--- src/rtl/uart_pkg.sv ---
// Shared UART receiver types: FSM state encoding, data width and baud divider helper.
package uart_pkg;

    localparam int unsigned UART_DATA_W = 8;

    typedef enum logic [2:0] {
        ST_IDLE      = 3'd0,
        ST_START     = 3'd1,
        ST_DATA      = 3'd2,
        ST_PARITY    = 3'd3,
        ST_STOP      = 3'd4,
        ST_WAIT_IDLE = 3'd5
    } uart_state_e;

    // Clocks per bit, truncated.
    function automatic int unsigned calc_div(input int unsigned clk_hz, input int unsigned baud);
        return clk_hz / baud;
    endfunction

endpackage

--- src/rtl/uart_rx_fifo_sync_fifo.sv ---
// Show-ahead synchronous FIFO: head entry is always on o_rdata, pop on empty is ignored.
module sync_fifo #(
    parameter int unsigned WIDTH = 8,
    parameter int unsigned DEPTH = 16
) (
    input  logic                     clk,
    input  logic                     rst,
    input  logic                     i_push,
    input  logic [WIDTH-1:0]         i_wdata,
    input  logic                     i_pop,
    output logic [WIDTH-1:0]         o_rdata,
    output logic                     o_full,
    output logic                     o_empty,
    output logic [$clog2(DEPTH):0]   o_count
);
    localparam int unsigned PTR_W = $clog2(DEPTH);
    localparam int unsigned CNT_W = PTR_W + 1;

    logic [WIDTH-1:0] r_mem [DEPTH];
    logic [PTR_W-1:0] r_wr_ptr;
    logic [PTR_W-1:0] r_rd_ptr;
    logic [CNT_W-1:0] r_count;
    logic             w_do_push;
    logic             w_do_pop;

    assign o_empty   = (r_count == '0);
    assign o_full    = (r_count == CNT_W'(DEPTH));
    assign w_do_pop  = i_pop && !o_empty;
    // A pop frees the slot, so a push on a full FIFO is accepted when it coincides with one.
    assign w_do_push = i_push && (!o_full || w_do_pop);
    assign o_rdata   = r_mem[r_rd_ptr];
    assign o_count   = r_count;

    always_ff @(posedge clk) begin
        if (rst) begin
            r_wr_ptr <= '0;
            r_rd_ptr <= '0;
            r_count  <= '0;
            for (int unsigned i = 0; i < DEPTH; i++) begin
                r_mem[i] <= '0;
            end
        end else begin
            if (w_do_push) begin
                r_mem[r_wr_ptr] <= i_wdata;
                r_wr_ptr        <= r_wr_ptr + PTR_W'(1);
            end
            if (w_do_pop) begin
                r_rd_ptr <= r_rd_ptr + PTR_W'(1);
            end
            case ({w_do_push, w_do_pop})
                2'b10:   r_count <= r_count + CNT_W'(1);
                2'b01:   r_count <= r_count - CNT_W'(1);
                default: r_count <= r_count;
            endcase
        end
    end

endmodule

--- src/rtl/uart_rx_fifo.sv ---
// UART receiver (8N1) with mid-bit sampling, sticky error flags and a show-ahead byte FIFO.
// Define UART_RX_PARITY_EN for 8E1 frames (even parity bit between data and stop).
module uart_rx_fifo
    import uart_pkg::*;
#(
    parameter int unsigned CLK_FREQ   = 50000000,
    parameter int unsigned BAUD       = 9600,
    parameter int unsigned FIFO_DEPTH = 16
) (
    input  logic                          clk,
    input  logic                          rst,
    input  logic                          rxd,
    input  logic                          rd_en_i,
    input  logic                          clr_err_i,
    output logic [UART_DATA_W-1:0]        data_o,
    output logic                          data_valid_o,
    output logic [$clog2(FIFO_DEPTH):0]   count_o,
    output logic                          overrun_o,
    output logic                          frame_err_o
);
    localparam int unsigned       DIV       = calc_div(CLK_FREQ, BAUD);
    localparam int unsigned       BCNT_W    = $clog2(DIV);
    localparam logic [BCNT_W-1:0] HALF_LOAD = BCNT_W'(DIV / 2 - 1);
    localparam logic [BCNT_W-1:0] BIT_LOAD  = BCNT_W'(DIV - 1);

    uart_state_e            r_state;
    uart_state_e            w_state_nxt;
    logic [1:0]             r_sync;
    logic [BCNT_W-1:0]      r_cnt;
    logic [BCNT_W-1:0]      w_cnt_nxt;
    logic [2:0]             r_bit_idx;
    logic [2:0]             w_bit_idx_nxt;
    logic [UART_DATA_W-1:0] r_shift;
    logic [UART_DATA_W-1:0] w_shift_nxt;
    logic                   r_par_err;
    logic                   w_par_err_nxt;
    logic                   r_overrun;
    logic                   r_frame_err;
    logic                   w_rxs;
    logic                   w_push;
    logic                   w_ferr_set;
    logic                   w_ovr_set;
    logic                   w_full;
    logic                   w_empty;

    assign w_rxs = r_sync[1];

    // Synchronizer and FSM datapath registers.
    always_ff @(posedge clk) begin
        if (rst) begin
            r_sync    <= 2'b11;
            r_state   <= ST_IDLE;
            r_cnt     <= '0;
            r_bit_idx <= '0;
            r_shift   <= '0;
            r_par_err <= 1'b0;
        end else begin
            r_sync    <= {r_sync[0], rxd};
            r_state   <= w_state_nxt;
            r_cnt     <= w_cnt_nxt;
            r_bit_idx <= w_bit_idx_nxt;
            r_shift   <= w_shift_nxt;
            r_par_err <= w_par_err_nxt;
        end
    end

    always_comb begin
        w_state_nxt   = r_state;
        w_cnt_nxt     = r_cnt;
        w_bit_idx_nxt = r_bit_idx;
        w_shift_nxt   = r_shift;
        w_par_err_nxt = r_par_err;
        w_push        = 1'b0;
        w_ferr_set    = 1'b0;
        case (r_state)
            ST_IDLE: begin
                if (!w_rxs) begin
                    w_state_nxt   = ST_START;
                    w_cnt_nxt     = HALF_LOAD;
                    w_par_err_nxt = 1'b0;
                end
            end
            ST_START: begin
                if (r_cnt == '0) begin
                    if (w_rxs) begin
                        w_state_nxt = ST_IDLE;
                    end else begin
                        w_state_nxt   = ST_DATA;
                        w_cnt_nxt     = BIT_LOAD;
                        w_bit_idx_nxt = 3'd0;
                    end
                end else begin
                    w_cnt_nxt = r_cnt - BCNT_W'(1);
                end
            end
            ST_DATA: begin
                if (r_cnt == '0) begin
                    w_shift_nxt   = {w_rxs, r_shift[UART_DATA_W-1:1]};
                    w_cnt_nxt     = BIT_LOAD;
                    w_bit_idx_nxt = r_bit_idx + 3'd1;
                    if (r_bit_idx == 3'd7) begin
`ifdef UART_RX_PARITY_EN
                        w_state_nxt = ST_PARITY;
`else
                        w_state_nxt = ST_STOP;
`endif
                    end
                end else begin
                    w_cnt_nxt = r_cnt - BCNT_W'(1);
                end
            end
`ifdef UART_RX_PARITY_EN
            ST_PARITY: begin
                if (r_cnt == '0) begin
                    w_par_err_nxt = (^r_shift) ^ w_rxs;
                    w_cnt_nxt     = BIT_LOAD;
                    w_state_nxt   = ST_STOP;
                end else begin
                    w_cnt_nxt = r_cnt - BCNT_W'(1);
                end
            end
`endif
            ST_STOP: begin
                if (r_cnt == '0) begin
                    if (w_rxs) begin
                        w_push      = !r_par_err;
                        w_ferr_set  = r_par_err;
                        w_state_nxt = ST_IDLE;
                    end else begin
                        w_ferr_set  = 1'b1;
                        w_state_nxt = ST_WAIT_IDLE;
                    end
                end else begin
                    w_cnt_nxt = r_cnt - BCNT_W'(1);
                end
            end
            ST_WAIT_IDLE: begin
                if (w_rxs) begin
                    w_state_nxt = ST_IDLE;
                end
            end
            default: w_state_nxt = ST_IDLE;
        endcase
    end

    // A full FIFO only accepts a push when the CPU pops in the same cycle.
    assign w_ovr_set = w_push && w_full && !rd_en_i;

    // Sticky flags; a set event in the clearing cycle wins.
    always_ff @(posedge clk) begin
        if (rst) begin
            r_overrun   <= 1'b0;
            r_frame_err <= 1'b0;
        end else if (clr_err_i) begin
            r_overrun   <= w_ovr_set;
            r_frame_err <= w_ferr_set;
        end else begin
            r_overrun   <= r_overrun | w_ovr_set;
            r_frame_err <= r_frame_err | w_ferr_set;
        end
    end

    sync_fifo #(
        .WIDTH (UART_DATA_W),
        .DEPTH (FIFO_DEPTH)
    ) u_fifo (
        .clk     (clk),
        .rst     (rst),
        .i_push  (w_push),
        .i_wdata (r_shift),
        .i_pop   (rd_en_i),
        .o_rdata (data_o),
        .o_full  (w_full),
        .o_empty (w_empty),
        .o_count (count_o)
    );

    assign data_valid_o = !w_empty;
    assign overrun_o    = r_overrun;
    assign frame_err_o  = r_frame_err;

endmodule

--- config.mk ---
export PLATFORM = sky130hd
export DESIGN_NAME = uart_rx_fifo
export DESIGN_NICKNAME = d
export VERILOG_FILES = /design/src/rtl/uart_pkg.sv /design/src/rtl/uart_rx_fifo_sync_fifo.sv /design/src/rtl/uart_rx_fifo.sv
export SDC_FILE = /design/constraint.sdc
export NUM_CORES = 1
export LEC_CHECK = 0
export CAP_MARGIN = 0
export CORE_AREA = 5 5 129 131
export CTS_BUF_LIST = sky130_fd_sc_hd__clkbuf_2 sky130_fd_sc_hd__clkbuf_4 sky130_fd_sc_hd__clkbuf_8
export DETAILED_ROUTE_END_ITERATION = 12
export DIE_AREA = 0 0 134 136
export MAX_ROUTING_LAYER = met4
export PLACE_DENSITY = 0.74
export SYNTH_ARGS = -nofsm -noshare
export SYNTH_HDL_FRONTEND = slang
export SYNTH_SLANG_ARGS = --single-unit
--- constraint.sdc ---
create_clock -name clk -period 3.21 [get_ports clk]
set_clock_uncertainty 0.1 [all_clocks]
set_input_delay 0.4815 -clock clk [delete_from_list [all_inputs] [get_ports clk]]
set_output_delay 0.4815 -clock clk [all_outputs]
set_load 0.1 [all_outputs]
==> results.py, run 1 <==
metrics = {
    "cts": {
        "cts_hold_buf": 0,
        "clock_sinks": 176,
        "insertion_delay_ns": 0.45,
        "cts_tree": "done",
        "clk_pin_slew_worst_paths_ns": 0.09,
        "h-tree-depth": 4,
        "cts_made_buffers": 17,
        "root_buffer": "clkbuf_8",
        "clock_path_buffers": 2,
    },
    "run": {
        "maxCapViolCount": 0,
    },
    "yosys": {
        "ys_seq_elements": 176,
        "synth_ff_type": "edfxtp_1",
        "netlist_area_sq_um": 8320,
        "synth.area.top_cells": "edfxtp_1 (46%), dfxtp_1 (12%), mux4_2 (11%)",
        "synth_common_cells": "and2_1 (128), edfxtp_1 (128), dfxtp_1 (48)",
        "yosysUniqueCellTypes": 58,
        "syn_nets": 658,
        "synthCells": 640,
        "synth_top_cell_by_area": "edfxtp_1",
        "yosysWarnings": 0,
        "netlist.area_leader.share_pct": 46.2,
        "avgSynthCellArea_sq_um": 13.0,
        "synth-async-reset-ratio_pct": 0,
        "yosysSeqAreaShare_pct": 57.8,
        "synth-edff-count": 128,
    },
    "timing": {
        "slew_headroom_pct": 47.1,
        "period_needed_ns": 3.13,
        "setup_slack_ns": 0.0800,
        "rsz0062_at_grt": "yes",
        "post-route-period-util_pct": 97.5,
        "hold_slack_ns": 0.323,
        "setup_viol": 0,
        "final_max_slew_viol_count": 0,
        "tightest_slew_ns": 0.792,
        "max_freq_ghz": 0.319,
        "hold_viol": 0,
    },
    "setup_path": {
        "crit_arrival_ns": 3.37,
        "slowest_stage": "or4b_4",
        "end_kind": "flip-flop",
        "crit_fanout": 4,
        "slowest_delay_ns": 0.46,
        "critPathLaunchType": "flip-flop",
        "worstPathRequired_ns": 3.45,
        "crit_type": "reg -> reg",
        "path_cells": "inv_2 -> ha_1 -> or4b_4 -> or4_4 -> o21ai_4 -> inv_4 -> fa_2 -> a21o_1 -> a21oi_2 -> mux2i_1 -> mux2_1",
        "r2r_slack_ns": 0.08,
    },
    "floorplan": {
        "row_count": 46,
        "core_sq_um": 15500,
        "die_w_um": 134,
        "die_area_sq_um": 18200,
        "ioPinCount": 21,
        "start_util_pct": 53.7,
        "die_height_um": 136,
    },
    "placed_design": {
        "io_buffers": 20,
        "hpwl_mm": 12.2,
        "dpl_worst_slack_ns": 0.0426,
        "dpl_cell_area_sq_um": 9040,
        "dp.cells": 860,
        "place_congestion": 0.903,
    },
    "cells_and_area": {
        "n_antenna_cell": 0,
        "syn2layout_area_growth_pct": 14.0,
        "drive_gt1_share_pct": 23.5,
        "nets": 708,
        "fin_area_sq_um": 9480,
        "final_cells": 895,
    },
    "drt": {
        "drc": 0,
        "dr.pass1.iters": 5,
        "first_iter_violations": 428,
        "ant_nets": 0,
        "wl_per_cell_um": 20.1,
        "wl_mm": 18.0,
        "via_per_inst": 5.86,
        "vias": 5248,
    },
    "power": {
        "p_int_mw": 4.05,
        "sw_frac_of_total_pct": 33.8,
        "p_seq_share_pct": 43.5,
        "p_comb_share_pct": 31.1,
        "p_switching_mw": 2.07,
        "leakagePower_nw": 3.38,
        "worst_ir_drop_vdd_mv": 0.764,
        "p_per_area_nw_per_um2": 645,
        "clock_power_share_pct": 25.4,
    },
    "grt": {
        "antenna_found_initial": 0,
        "grt_max_degree": 33,
        "grt_usage_pct": 21.4,
        "first_global_vias": 5246,
        "grt-ovfl-total": 0,
        "grt_first_pass_wirelength_mm": 28.7,
    },
    "worst_hold_path": {
        "hold_class": "reg -> reg",
    },
    "status": {
        "outcome": "complete, no violations",
    },
}
## worst paths after layout
| path | start | endpoint | depth (start not counted) |
|---|---|---|---|
| worst min register to register | r_sync[0] | r_sync[1] | 1 |
| worst min-delay path | r_sync[0] | r_sync[1] | 1 |
| worst max-delay path | r_cnt[0] | u_fifo.o_count[4] | 11 |
| worst max register to register | r_cnt[0] | u_fifo.o_count[4] | 11 |
## routing by layer
| layer | vias to the layer above | global-route usage [%] | wire (um) |
|---|---|---|---|
| met2 | 152 | 35.7 | 9160 |
| li1 | 2464 | - | - |
| met3 | 21 | 4.11 | 925 |
| met4 | 0 | 7.14 | 331 |
| met1 | 2611 | 26.7 | 7580 |
| met5 | - | - | 0 |
## critical path, delay by kind of cell (launching register included)
family / cells / cell delay, ns
AOI/OAI and AO/OA: 3 / 0.50
adders and majority gates: 2 / 0.48
buffers and inverters: 2 / 0.13
DFF: 1 / 0.36
muxes: 2 / 0.53
and+or+nand+nor: 2 / 0.92
## cells by family (layout without fill, tap and decap cells)
family	Yosys count	after routing	share of synthesized area, %
AO/OA/AOI/OAI	92	92	6.73
adder cells (fa/ha/maj)	13	13	2.05
multiplexers	51	51	12.2
XOR/XNOR	8	8	0.842
AND/OR/NAND/NOR	250	250	18.0
flip-flops	176	176	57.8
buffers and inverters	50	113	2.41
## timing repair
| item | in CTS | in global routing |
|---|---|---|
| gates resized for setup | 0 | 7 |
| buffers inserted | 0 | 3 |
| setup endpoints to repair | 0 | 2 |
## cell type report
type / count / area, sq um
fillers: 1171 / 6000
flip-flops and latches: 176 / 4810
multi-input cells: 414 / 3350
repair buffers: 69 / 636
well taps: 192 / 240
clock buffers: 17 / 234
clock inverters: 15 / 166
inverters: 12 / 47.5
## cell usage in the layout (no fill, tap or decap), drive strengths merged, types with 3 or more instances in the layout
| cell type | netlist | final |
|---|---|---|
| nor2 | 28 | 28 |
| a21oi | 27 | 27 |
| nand3 | 9 | 9 |
| or2 | 4 | 4 |
| mux4 | 40 | 40 |
| bufinv | 0 | 3 |
| dfxtp | 48 | 48 |
| and3 | 3 | 3 |
| o21a | 6 | 6 |
| clkbuf | 29 | 17 |
| or4 | 5 | 5 |
| o31ai | 3 | 3 |
| xor2 | 4 | 4 |
| nand2 | 17 | 17 |
| inv | 12 | 15 |
| buf | 9 | 66 |
| nand2b | 8 | 8 |
| mux2i | 10 | 10 |
| xnor2 | 4 | 4 |
| clkinv | 0 | 5 |
| ha | 12 | 12 |
| clkinvlp | 0 | 4 |
| nor4 | 6 | 6 |
| and2 | 128 | 128 |
| a21o | 5 | 5 |
| o21ai | 35 | 35 |
| edfxtp | 128 | 128 |
| nor3 | 28 | 28 |
| clkdlybuf4s50 | 0 | 3 |
## per-stage QoR
step | TNS (ns) | utilization [%] | total power [mW]
2_1_floorplan | -0.0850 | - | 4.03
3_3_place_gp | 0 | 58.4 | 4.52
3_5_place_dp | 0 | 58.4 | 4.56
4_1_cts | 0 | 61.0 | 6.10
5_1_grt | -0.0348 | 61.2 | 6.37
6_report | 0 | 61.2 | 6.11
## sequential cells by signal (all words and copies together) (netlist names), 2 cells and up, named ones only
name and count:
u_fifo.r_rd_ptr 4, r_cnt 13, r_shift 8, u_fifo.o_count 5, r_bit_idx 3, r_sync 2
r_state 3, u_fifo.r_wr_ptr 4, u_fifo.r_mem 128
## power by group through the flow
stage               sequential [mW]  clock [mW]  combinational [mW]
global route                   2.67        1.68                2.01
finish                         2.66        1.55                1.90
CTS                            2.66        1.58                1.86
detailed placement             2.71           0                1.86
global placement               2.69           0                1.82
floorplan                      2.88           0                1.16
(Power assumes the default switching activity.)
==> run 2, diff against run 1 <==
- CORE_AREA: 5 5 129 131 -> 5 5 161 163
- DIE_AREA: 0 0 134 136 -> 0 0 166 168
- PLACE_DENSITY: 0.74 -> default
==> run 2 against run 1 <==
Compared with the run above:
- clock-buffer cell count is the same
- largest power group unchanged
- die area up 53%
- final cell count is 14% higher
- sequential power about the same
- first-iteration DRC count is 18% lower
- largest cell class unchanged
- cell area is 1.3% higher
==> results.py, run 2 (synthesized netlist as in run 1, its figures left out) <==
metrics = {
    "cells_and_area": {
        "fin_area_sq_um": 9610,
        "mostFrequentLayoutCells": "and2_1 (128), edfxtp_1 (128), buf_4 (51), dfxtp_1 (44), mux4_2 (40)",
        "drive_gt1_share_pct": 22.8,
        "utilization_pct": 39.7,
        "nFillCells": 2237,
        "largest-register": "u_fifo.r_mem",
        "n_antenna_cell": 0,
        "final_cells": 1022,
        "syn2layout_area_growth_pct": 15.5,
        "nets": 703,
        "largestRegisters": "u_fifo.r_mem (128), r_cnt (13), r_shift (8)",
        "largest_reg_flops": 128,
    },
    "power": {
        "leakagePower_nw": 3.37,
        "clock_power_share_pct": 26.4,
        "p_int_mw": 4.03,
        "p_comb_share_pct": 30.4,
        "p_switching_mw": 2.10,
        "worst_ir_drop_vdd_mv": 0.486,
        "p_per_area_nw_per_um2": 639,
        "p_seq_share_pct": 43.2,
        "sw_frac_of_total_pct": 34.3,
    },
    "setup_path": {
        "crit_arrival_ns": 3.44,
        "worstPathRequired_ns": 3.47,
        "crit_type": "reg -> reg",
        "crit_fanout": 5,
        "regToRegStartpoint": "r_cnt[8]",
        "r2r_slack_ns": 0.03,
        "critPathLaunchType": "flip-flop",
        "rr_endpoint": "u_fifo.o_count[4]",
        "r2r_cells": 9,
        "end_kind": "flip-flop",
    },
    "cts": {
        "h-tree-depth": 4,
        "cts_hold_buf": 0,
        "clock_sinks": 176,
        "cts_made_buffers": 17,
        "clk_pin_slew_worst_paths_ns": 0.10,
        "clock_path_buffers": 2,
        "insertion_delay_ns": 0.47,
        "cts_tree": "done",
        "root_buffer": "clkbuf_8",
    },
    "grt": {
        "first_global_vias": 5298,
        "grt-ovfl-total": 0,
        "grt_max_degree": 38,
        "antenna_found_initial": 0,
        "grt_usage_pct": 13.9,
        "grt_first_pass_wirelength_mm": 29.6,
    },
    "placed_design": {
        "place_congestion": 0.803,
        "dpl_cell_area_sq_um": 9180,
        "hpwl_mm": 12.6,
        "dp.cells": 989,
        "io_buffers": 20,
    },
    "drt": {
        "via_per_inst": 5.10,
        "first_iter_violations": 349,
        "dr.pass1.iters": 7,
        "wl_per_cell_um": 18.5,
        "ant_nets": 0,
        "wl_mm": 18.9,
        "drc": 0,
        "vias": 5209,
    },
    "worst_hold_path": {
        "whs_path_depth": 1,
        "min_to": "r_sync[1]",
        "min_from": "r_sync[0]",
        "hold_class": "reg -> reg",
    },
    "floorplan": {
        "row_count": 57,
        "ioPinCount": 21,
        "core_sq_um": 24200,
        "die_height_um": 168,
        "start_util_pct": 34.4,
        "die_area_sq_um": 27900,
        "die_w_um": 166,
    },
    "timing": {
        "slew_headroom_pct": 47.6,
        "max_freq_ghz": 0.314,
        "tightest_slew_ns": 0.786,
        "setup_viol": 0,
        "post-route-period-util_pct": 99.1,
        "tns_ns": 0,
        "period_needed_ns": 3.18,
        "final_max_slew_viol_count": 0,
        "hold_viol": 0,
        "rsz0062_at_grt": "yes",
    },
    "status": {
        "outcome": "complete, no violations",
    },
    "run": {
        "maxCapViolCount": 0,
    },
}
==> run 2: timing repair <==
item	in CTS	in global routing
gates resized for setup	0	4
endpoints found under the setup margin	1	2
buffers inserted	0	1
pin swaps	1	1
==> run 2: per-layer routing <==
metal | up-vias | share of wire (%) | global-route usage [%]
li1 | 2461 | - | -
met1 | 2640 | 42 | 16.6
met2 | 97 | 54 | 24.6
met3 | 11 | 3.6 | 2.58
met4 | 0 | 0.79 | 3.30
met5 | - | 0 | -
==> run 2: stage by stage <==
| stage | setup WS, ns | power (mW) | hold slack [ns] |
|---|---|---|---|
| detailed placement | 0.00621 | 4.57 | 0.305 |
| global placement | 0.0939 | 4.53 | 0.292 |
| floorplan | -0.0850 | 4.03 | 0.289 |
| global route | -0.0985 | 6.38 | 0.345 |
| CTS | 0.0170 | 6.17 | 0.329 |
| finish | 0.0297 | 6.14 | 0.325 |
==> run 2: critical path, stage by stage, from the launching register on <==
cell and delay (ns):
dfxtp_1 0.36, or4_1 0.54, or4_4 0.56, o21ai_4 0.20, inv_4 0.07, fa_2 0.35
a21o_1 0.17, a21oi_2 0.14, mux2i_1 0.22, mux2_1 0.34
==> run 2: cell type report <==
type	instances	area (sq um)	area share (%)
clock buffers	17	234	2.44
clock inverters	15	183	1.90
inverters	12	47.5	0.495
multi-input cells	414	3330	34.7
flip-flops and latches	176	4810	50.1
well taps	324	405	4.22
repair buffers	64	598	6.23
==> run 2: how the worst max path moves through the flow <==
stage | depth (start not counted) | start | slack (ns) | end
finish | 9 | r_cnt[8] | 0.03 | u_fifo.o_count[4]
global route | 11 | r_cnt[0] | -0.1 | u_fifo.o_count[4]
CTS | 11 | r_cnt[1] | 0.02 | u_fifo.o_count[4]
detailed placement | 11 | r_cnt[1] | 0.006 | u_fifo.o_count[4]
global placement | 11 | r_cnt[0] | 0.09 | u_fifo.o_count[4]
floorplan | 11 | r_cnt[8] | -0.09 | u_fifo.o_count[4]
==> run 2: power by group through the flow <==
stage | Sequential [mW] | Combinational (mW) | Clock (mW)
after floorplan | 2.88 | 1.16 | 0
after global placement | 2.69 | 1.84 | 0
after detailed placement | 2.70 | 1.87 | 0
after CTS | 2.65 | 1.87 | 1.65
after global routing | 2.67 | 1.98 | 1.74
final | 2.65 | 1.87 | 1.62
